<file path="src/rtl/seven_seg_scan_ctrl.sv">
`default_nettype none
//------------------------------------------------------------------------------
// Module      : seven_seg_scan_ctrl
// Description : Multiplexed common-anode seven-segment scanner. Time-slices
//               NUM_DIGITS digits with a slot prescaler, blanks the start of
//               each slot against ghosting, skips masked digits and pulses
//               frame_done when the scan wraps. All outputs are registered.
// Revision    : 1.0 - initial release
//------------------------------------------------------------------------------
module seven_seg_scan_ctrl #(
   parameter int NUM_DIGITS   = 4,
   parameter int SCAN_DIV     = 100000,
   parameter int BLANK_CYCLES = 1000,
   localparam int SW          = (NUM_DIGITS > 1) ? $clog2(NUM_DIGITS) : 1
) (
   input  logic                    clk,
   input  logic                    reset,
   input  logic                    enable,
   input  logic [NUM_DIGITS-1:0]   digit_en,
   input  logic [7*NUM_DIGITS-1:0] seg_data,
   input  logic [NUM_DIGITS-1:0]   dp_data,
   output logic [NUM_DIGITS-1:0]   anode,
   output logic [6:0]              seg,
   output logic                    dp,
   output logic [SW-1:0]           digit_sel,
   output logic                    frame_done
);

   localparam int             CW         = (SCAN_DIV > 1) ? $clog2(SCAN_DIV) : 1;
   localparam logic [CW-1:0]  c_last_cnt = CW'(SCAN_DIV - 1);
   localparam logic [CW-1:0]  c_blank    = CW'(BLANK_CYCLES);

   localparam logic [0:0]     c_st_idle  = 1'b0;
   localparam logic [0:0]     c_st_scan  = 1'b1;

   logic [0:0]            state_q, state_d;
   logic [CW-1:0]         cnt_q, cnt_d;
   logic [SW-1:0]         sel_q, sel_d;
   logic [NUM_DIGITS-1:0] anode_q, anode_d;
   logic [6:0]            seg_q, seg_d;
   logic                  dp_q, dp_d;
   logic                  fd_q, fd_d;

   logic                  any_en;
   logic [SW-1:0]         first_sel;
   logic [SW-1:0]         next_sel;
   logic                  found;

   assign any_en = |digit_en;

   // Lowest enabled digit, used when scanning starts from idle
   always_comb begin
      first_sel = '0;
      for (int i = NUM_DIGITS - 1; i >= 0; i--) begin
         if (digit_en[i]) first_sel = SW'(i);
      end
   end

   // First enabled digit strictly after the current one, searching circularly;
   // the current digit itself is reached last, so a lone digit re-selects
   always_comb begin
      next_sel = sel_q;
      found    = 1'b0;
      for (int k = 1; k <= NUM_DIGITS; k++) begin
         for (int j = 0; j < NUM_DIGITS; j++) begin
            if (!found && (j == (int'(sel_q) + k) % NUM_DIGITS) && digit_en[j]) begin
               next_sel = SW'(j);
               found    = 1'b1;
            end
         end
      end
   end

   // State register
   always_ff @(posedge clk or negedge reset) begin
      if (!reset) state_q <= c_st_idle;
      else        state_q <= state_d;
   end

   // Next-state: scan while enabled with at least one digit unmasked
   always_comb begin
      state_d = state_q;
      case (state_q)
         c_st_idle: if (enable && any_en)    state_d = c_st_scan;
         c_st_scan: if (!enable || !any_en)  state_d = c_st_idle;
         default:                            state_d = c_st_idle;
      endcase
   end

   // Output/next-slot decode; leaving SCAN falls through to the reset values
   always_comb begin
      cnt_d   = '0;
      sel_d   = '0;
      fd_d    = 1'b0;
      anode_d = '1;
      seg_d   = 7'h7F;
      dp_d    = 1'b1;
      if (state_d == c_st_scan) begin
         if (state_q == c_st_idle) begin
            sel_d = first_sel;
         end else if (cnt_q == c_last_cnt) begin
            sel_d = next_sel;
            fd_d  = (next_sel <= sel_q);
         end else begin
            cnt_d = cnt_q + CW'(1);
            sel_d = sel_q;
         end
         if (cnt_d >= c_blank) begin
            for (int i = 0; i < NUM_DIGITS; i++) begin
               if (sel_d == SW'(i)) begin
                  anode_d[i] = ~digit_en[i];
                  seg_d      = ~seg_data[7*i +: 7];
                  dp_d       = ~dp_data[i];
               end
            end
         end
      end
   end

   // Slot counter and registered display outputs
   always_ff @(posedge clk or negedge reset) begin
      if (!reset) begin
         cnt_q   <= '0;
         sel_q   <= '0;
         anode_q <= '1;
         seg_q   <= 7'h7F;
         dp_q    <= 1'b1;
         fd_q    <= 1'b0;
      end else begin
         cnt_q   <= cnt_d;
         sel_q   <= sel_d;
         anode_q <= anode_d;
         seg_q   <= seg_d;
         dp_q    <= dp_d;
         fd_q    <= fd_d;
      end
   end

   assign anode      = anode_q;
   assign seg        = seg_q;
   assign dp         = dp_q;
   assign digit_sel  = sel_q;
   assign frame_done = fd_q;

endmodule
`default_nettype wire
</file>
<file path="config.mk">
export PLATFORM = sky130hd
export DESIGN_NAME = seven_seg_scan_ctrl
export DESIGN_NICKNAME = d
export VERILOG_FILES = /design/src/rtl/seven_seg_scan_ctrl.sv
export SDC_FILE = /design/constraint.sdc
export NUM_CORES = 1
export LEC_CHECK = 0
export ABC_AREA = 1
export BUFFER_PORTS_ARGS = -buffer_cell sky130_fd_sc_hd__buf_2
export CAP_MARGIN = 20
export CORE_ASPECT_RATIO = 0.9
export CORE_MARGIN = 3
export CORE_UTILIZATION = 59
export DETAILED_ROUTE_END_ITERATION = 8
export PLACE_DENSITY = 0.86
export SLEW_MARGIN = 15
export SYNTH_ARGS = -nofsm -noshare
export SYNTH_HDL_FRONTEND = slang
export SYNTH_SLANG_ARGS = --single-unit
export TNS_END_PERCENT = 1
</file>
<file path="constraint.sdc">
create_clock -name clk -period 6.7 [get_ports clk]
set_clock_uncertainty 0.05 [all_clocks]
set_input_delay 0.335 -clock clk [delete_from_list [all_inputs] [get_ports clk]]
set_output_delay 0.335 -clock clk [all_outputs]
set_load 0.03 [all_outputs]
</file>
* Yosys cells after proc, flatten, opt, wreduce, memory -nomap -nowiden
Index checks and enable logic that the tools add are counted.
Widths: inputs -> output; s select.
** Storage, ports and cells
- Register bits :: 33
- Input port bits :: 39
- Output and inout port bits :: 15
- Word-level logic and storage cells :: 174
** Cells by class
- $add $sub $neg :: 5
- Magnitude comparators :: 2
- Equal/unequal tests :: 16
- Mux-type cells :: 67
- Bitwise operators :: 17
- Reductions and logical operators :: 60
** Operators by type and width (number)
- $logic_not 32->1 :: 4
- $mux 17 :: 4
- $mux 2 :: 24
- $mux 7 :: 6
- $logic_and 1x1->1 :: 32
- $mux 1 :: 30
- $not 7->7 :: 4
- $eq 3x3->1 const A :: 8
- $add 17x1->17 const B :: 1
- $eq 17x17->1 const B :: 1
- $ge 17x10->1 const B :: 1
- $logic_not 1->1 :: 17
- $eq 2x3->1 const A :: 4
- $not 1->1 :: 9
- $mux 4 :: 2
- $reduce_or 2->1 :: 4
- $add 2x1->2 const B :: 2
- $add 2x2->2 const B :: 2
- $and 1x1->1 const A :: 4
- $eq 2x2->1 const B :: 2
- $reduce_or 4->1 :: 1
- $eq 2x1->1 const B :: 1
- $le 2x2->1 :: 1
- $logic_not 2->1 :: 1
- other kinds (2) :: 2

* Depth between registers and ports, before layout
- Depth in word-level cells :: 76
- Gate-level depth with buffers :: 19
- Gate-level depth less buffers :: 18

* Worst setup path after synthesis
Ideal clock, no wire load.
- Path kind :: register -> register
- From :: register sel_q[0], in the netlist digit_sel[0]
- To :: register fd_q, in the netlist frame_done
- Setup time :: 0.086 ns
- Arrival :: 2.205 ns
- Data required time :: 6.564 ns
- Path slack :: 4.359 ns
- Cell stages (with the launch flop) :: 15
- Buffers on the path :: 1
- Clock period less this slack :: 2.341 ns
- Cell sequence :: dfrtp_1 > buf_4 > inv_1 > nand3_1 > nand2_4 > nor2_4 > nand4_4 > nor3_4 > nand2_1 > nand2_1 > nand2_1 > ha_1 > a21oi_1 > a21oi_1 > nor3_1
** Between the ends
- Word-level cells in the longest chain between the ends :: 70
- Elaborated cells between the ends (all ways) :: 109
- Classes of those cells :: 4 x add/sub; 1 x order compare; 12 x eq/ne; 34 x mux; 4 x bitwise; 54 x reduce/logical
** RTL lines
- start: declaration :: RTL line 38 : logic [SW-1:0] sel_q, sel_d;
- start signal: assignment :: RTL line 131 : sel_q <= sel_d;
- $add 2x1->2 :: RTL line 66 : if (!found && (j == (int'(sel_q) + k) % NUM_DIGITS) && digit_en[j]) begin
- $reduce_or 2->1 (no line)
- $and 1x1->1 (no line)
- $logic_not 32->1 :: RTL line 66
- $logic_and 1x1->1 :: RTL line 66
- $mux 1 :: RTL line 66
- $logic_not 1->1 :: RTL line 66
- $logic_and 1x1->1 (2 in series) :: RTL line 66
- [... 53 more ...]
- $logic_not 1->1 :: RTL line 66
- $logic_and 1x1->1 (2 in series) :: RTL line 66
- $mux 2 :: RTL line 66
- $le 2x2->1 * :: RTL line 103 : fd_d = (next_sel <= sel_q);
- $mux 1 * :: RTL line 101 : end else if (cnt_q == c_last_cnt) begin
- $mux 1 * :: RTL line 99 : if (state_q == c_st_idle) begin
- $mux 1 * :: RTL line 98 : if (state_d == c_st_scan) begin
- via fd_d :: RTL line 42 : logic fd_q, fd_d;
- end signal: assignment :: RTL line 128 : fd_q <= 1'b0;
- end signal: assignment :: RTL line 135 : fd_q <= fd_d;
- end: declaration :: RTL line 42
Mark *: on every way through the listed nets, which the timed path passes. The rest lies on a longest branch.

* Final worst setup path
- From :: register sel_q[0], in the netlist digit_sel[0]
- To :: register seg_q[2], in the netlist seg[2]
** Between the ends
- Word-level cells in the longest chain between the ends :: 76
- Elaborated cells between the ends (all ways) :: 118
- Classes of those cells :: 4 x add/sub; 15 x eq/ne; 40 x mux; 4 x bitwise; 55 x reduce/logical
** RTL lines
- $add 2x1->2 :: RTL line 66
- $reduce_or 2->1 (no line)
- $and 1x1->1 (no line)
- $logic_not 32->1 :: RTL line 66
- $logic_and 1x1->1 :: RTL line 66
- $mux 1 :: RTL line 66
- $logic_not 1->1 :: RTL line 66
- $logic_and 1x1->1 (2 in series) :: RTL line 66
- [... 58 more ...]
- $mux 2 * :: RTL line 99
- $mux 2 * :: RTL line 98
- $logic_not 2->1 :: RTL line 110 : if (sel_d == SW'(i)) begin
- $mux 7 (3 in series) :: RTL line 110
- $mux 7 * :: RTL line 110
- $mux 7 * :: RTL line 108 : if (cnt_d >= c_blank) begin
- $mux 7 * :: RTL line 98
- via seg_d[2] :: RTL line 40 : logic [6:0] seg_q, seg_d;
- end signal: assignment :: RTL line 133 : seg_q <= seg_d;
- end: declaration :: RTL line 40
Mark *: on every way through the listed nets, which the timed path passes. The rest lies on a longest branch. The select of a mux whose other input is x is not followed.

==> summary.md <==
| Metric | Value |
|---|---|
| Outcome | complete, no violations |
| Max clock buf depth | 2 |
| Sequential Power Share | 43.0% |
| DR vias/cell | 5.44 |
| Mapped Nets | 378 |
| Int Power | 0.340 mW |
| Commonest non-fill, non-tap cell in the layout | nand2_1 |
| Adder-cell share of the synthesized area | 1.58% |
| Setup Buffers After CTS | 0 |
| Final setup violating endpoints | 0 |
| Crit Path Class | register to register |
| Die height | 66.1 um |
| Final min period | 2.46 ns |
| Clk root buf | clkbuf_8 |
| GP Congestion | around 0.97 |
| Drt total wl | 5370 um |
| Post-synthesis mux area share | 0% |
| Placed cell area | 2640 um^2 |
| Drt pass-1 iters | 6 |
| Min-delay worst type | primary input to asynchronous set/reset pin |
| Worst skew pair latency | 0.29 ns |
| HPWL after DPL | 4140 um |
| Crit path max-delay family | simple AND/OR/NAND/NOR gates |
| Area growth syn-to-layout | 16.2% |
| Crit path required time | 6.88 ns |
| Switching power | 0.137 mW |
| Buffers & Inverters on Critical Path | 2 |
| GR Overflow Total | 0 |
| R2R cell count | 17 |
| Fraction of layout cells with a size suffix above 1 | 25.6% |
| # rows | 21 |
| Top-area cell type share of the netlist area | 22.2% |
| Wirelength per Cell | 12.3 um |
| VDD IR-drop max | 0.103 mV |
| Routed vias | roughly 2400 |
| Simple-gate share of the synthesized area | a little under half |
| Crit path largest cell delay | 0.60 ns |
| Global Route Usage Sum | 25.1% |
| Post-CTS Resized | 0 |
| First-pass GRT wire length | 9420 um |
| CP Launch Type | register |
| Port Buffer Count | 53 |
| Synth Area in Compound Gates | 5.12% |
| Largest family of logic cells by synthesized area | simple AND/OR/NAND/NOR gates |
| Lkg Pwr | ~1.4 nW |
| Final Util | 72.8% |
| Post-route design area | between 2000 and 3000 um^2 |
| Arrival time worst endpoint | 2.64 ns |
| Critical path's most frequent cell | nand2_1 |
| Slew HR | 47.7% |
| Die Width | 72.8 um |
| Hold Buf Count CTS | 0 |
| Switching Fraction | 28.7% |
| Max Cap Viol | 0 |
| Die area | 4810 um^2 |
| Final worst path period share | 36.8% |
| FMAX | between 400 and 500 MHz |
| Crit-path max FO | 13 |
| Top cells by area, synth | dfrtp_1 (22%), dfstp_2 (13%), nand2_1 (13%), nor2_1 (8.6%), nand3_1 (7.4%) |
| Pwr dens | between 150 and 200 nW/um^2 |
| DP Cell Count | 429 |
| DRT antenna net count | 0 |
| Count of mapped cells out of synthesis | 336 |
| Antenna violations before repair | 0 |
| Core ar. | 3780 um^2 |
| Largest net degree at the start of global routing | 34 |
| Vias in the first global route | 2237 |
| Worst-path clk slew | approximately 0.07 ns |
| CP cell instances | inv_1, nand3_1, nand2_4, nor2_4, nand4_4, nor3_4, nand2_1, nand2_1, nand3_2, nand2_4, inv_6, nor2_2, nand2_1, nand2_1, nand2_1, nand2_1, nand2_1 |
| Clk sinks | 33 |
| Worst-Margin Slew | between 0.7 and 0.8 ns |
| Post-synthesis cell area | 2370 um^2 |
| Initial Utilization | 62.6% |
| Inserted Clock Buffers | 5 |
| Layout net count | 432 |
| Fin. max-slew vios | 0 |
| Initial DRC Count | 151 |
| Post-Synth XOR/XNOR Area | about 1.5% |
| Commonest non-fill, non-tap cells in the layout | nand2_1 (81), nor2_1 (54), buf_2 (53) |
| Syn. warnings | 0 |
| DRC | 0 |
| Avg Inst Size Synth | 7.05 um^2 |
| R2R Setup Slk | about 4.2 ns |
| Diodes inserted | 0 |
| Comb power frac | 19.2% |
| Fin. Hold Viols | 0 |
| #FFs+latches synth | 33 |
| Largest area contributor in the netlist | dfrtp_1 |
| RSZ-0062 raised after global routing | no |
| Fin cells | 437 |
| CTS H-tree depth | 2 |
| Fin Setup TNS | 0 ns |
| Clk pwr share | a little under two fifths |
| IO Pins | 54 |
| CP max stage cell | dfrtp_1 |
| Post-synthesis sequential area ratio | 35.5% |
| Critical Path Sink Type | register |
| CTS tree | built |
| Reg-to-reg endpoint | seg[2] |
| Unique masters post-synth | 40 |
| Crit Reg-Reg Startpoint | digit_sel[0] |
power by group through the flow:
stage / Clock, mW / Combinational [mW] / Sequential, mW
finish: 0.180 / 0.0917 / 0.205
CTS: 0.181 / 0.0923 / 0.205
detailed placement: 0 / 0.0919 / 0.208
global route: 0.190 / 0.105 / 0.205
floorplan: 0 / 0.0669 / 0.208
global placement: 0 / 0.0910 / 0.208
cell type report:
type	count	area, um^2
Multi-Input combinational cell	248	1280
Clock inverter	1	7.51
Sequential cell	33	841
Tap cell	46	57.6
Timing Repair Buffer	53	265
Clock buffer	7	108
Fill cell	293	1030
Inverter	49	196
how the worst max path moves through the flow:
stage | from | endpoint | slack, ns | depth (start not counted)
global route | cnt_q[0] | seg[3] | 3.86 | 15
global placement | digit_sel[0] | seg[2] | 4.30 | 17
floorplan | digit_sel[0] | frame_done | 4.36 | 14
CTS | digit_sel[0] | seg[2] | 4.23 | 17
finish | digit_sel[0] | seg[2] | 4.24 | 17
detailed placement | digit_sel[0] | seg[2] | 4.24 | 17
cells in the mapped netlist (all sizes together):
cell     n
nand3   39
inv     49
dfstp   12
dfrtp   21
a21oi    4
and2     1
nor2    61
xnor2    1
nor3     8
o31ai    1
or2      2
nand2   87
clkbuf   1
nor4     2
ha       3
o21ai   17
nand3b   6
nand4   13
buf      5
xor2     3
cell families (layout without fill, tap and decap cells):
group	count (synthesis)	count (layout)
adders and majority gates	3	3
and+or+nand+nor	219	219
DFF	33	33
AOI/OAI and AO/OA	22	22
xor gates and xnor gates	4	4
buffers and inverters	55	110
per-layer routing:
metal | vias up | routed length, um | GRT usage, % | share of wire [%]
met5 | - | 0 | 0 | 0
met4 | 0 | 98 | 9.45 | 1.8
met3 | 12 | 502 | 6.99 | 9.3
met2 | 114 | 2480 | 39.2 | 46
met1 | 1067 | 2290 | 33.0 | 43
li1 | 1184 | - | - | -
registers in the layout, summed over array words and instances (netlist names):
register	flops
seg	7
state_q	1
frame_done	1
anode	4
cnt_q	17
digit_sel	2
dp	1
metrics by stage:
| step | power (mW) | hold slack, ns | setup slack, ns |
|---|---|---|---|
| after detailed placement | 0.300 | 0.380 | 4.24 |
| after CTS | 0.478 | 0.0725 | 4.23 |
| after global placement | 0.299 | 0.384 | 4.30 |
| after global routing | 0.500 | 0.104 | 3.86 |
| final | 0.477 | 0.0477 | 4.24 |
| after floorplan | 0.275 | -0.0106 | 4.36 |
Note: power is estimated with default switching activity, not from simulation.
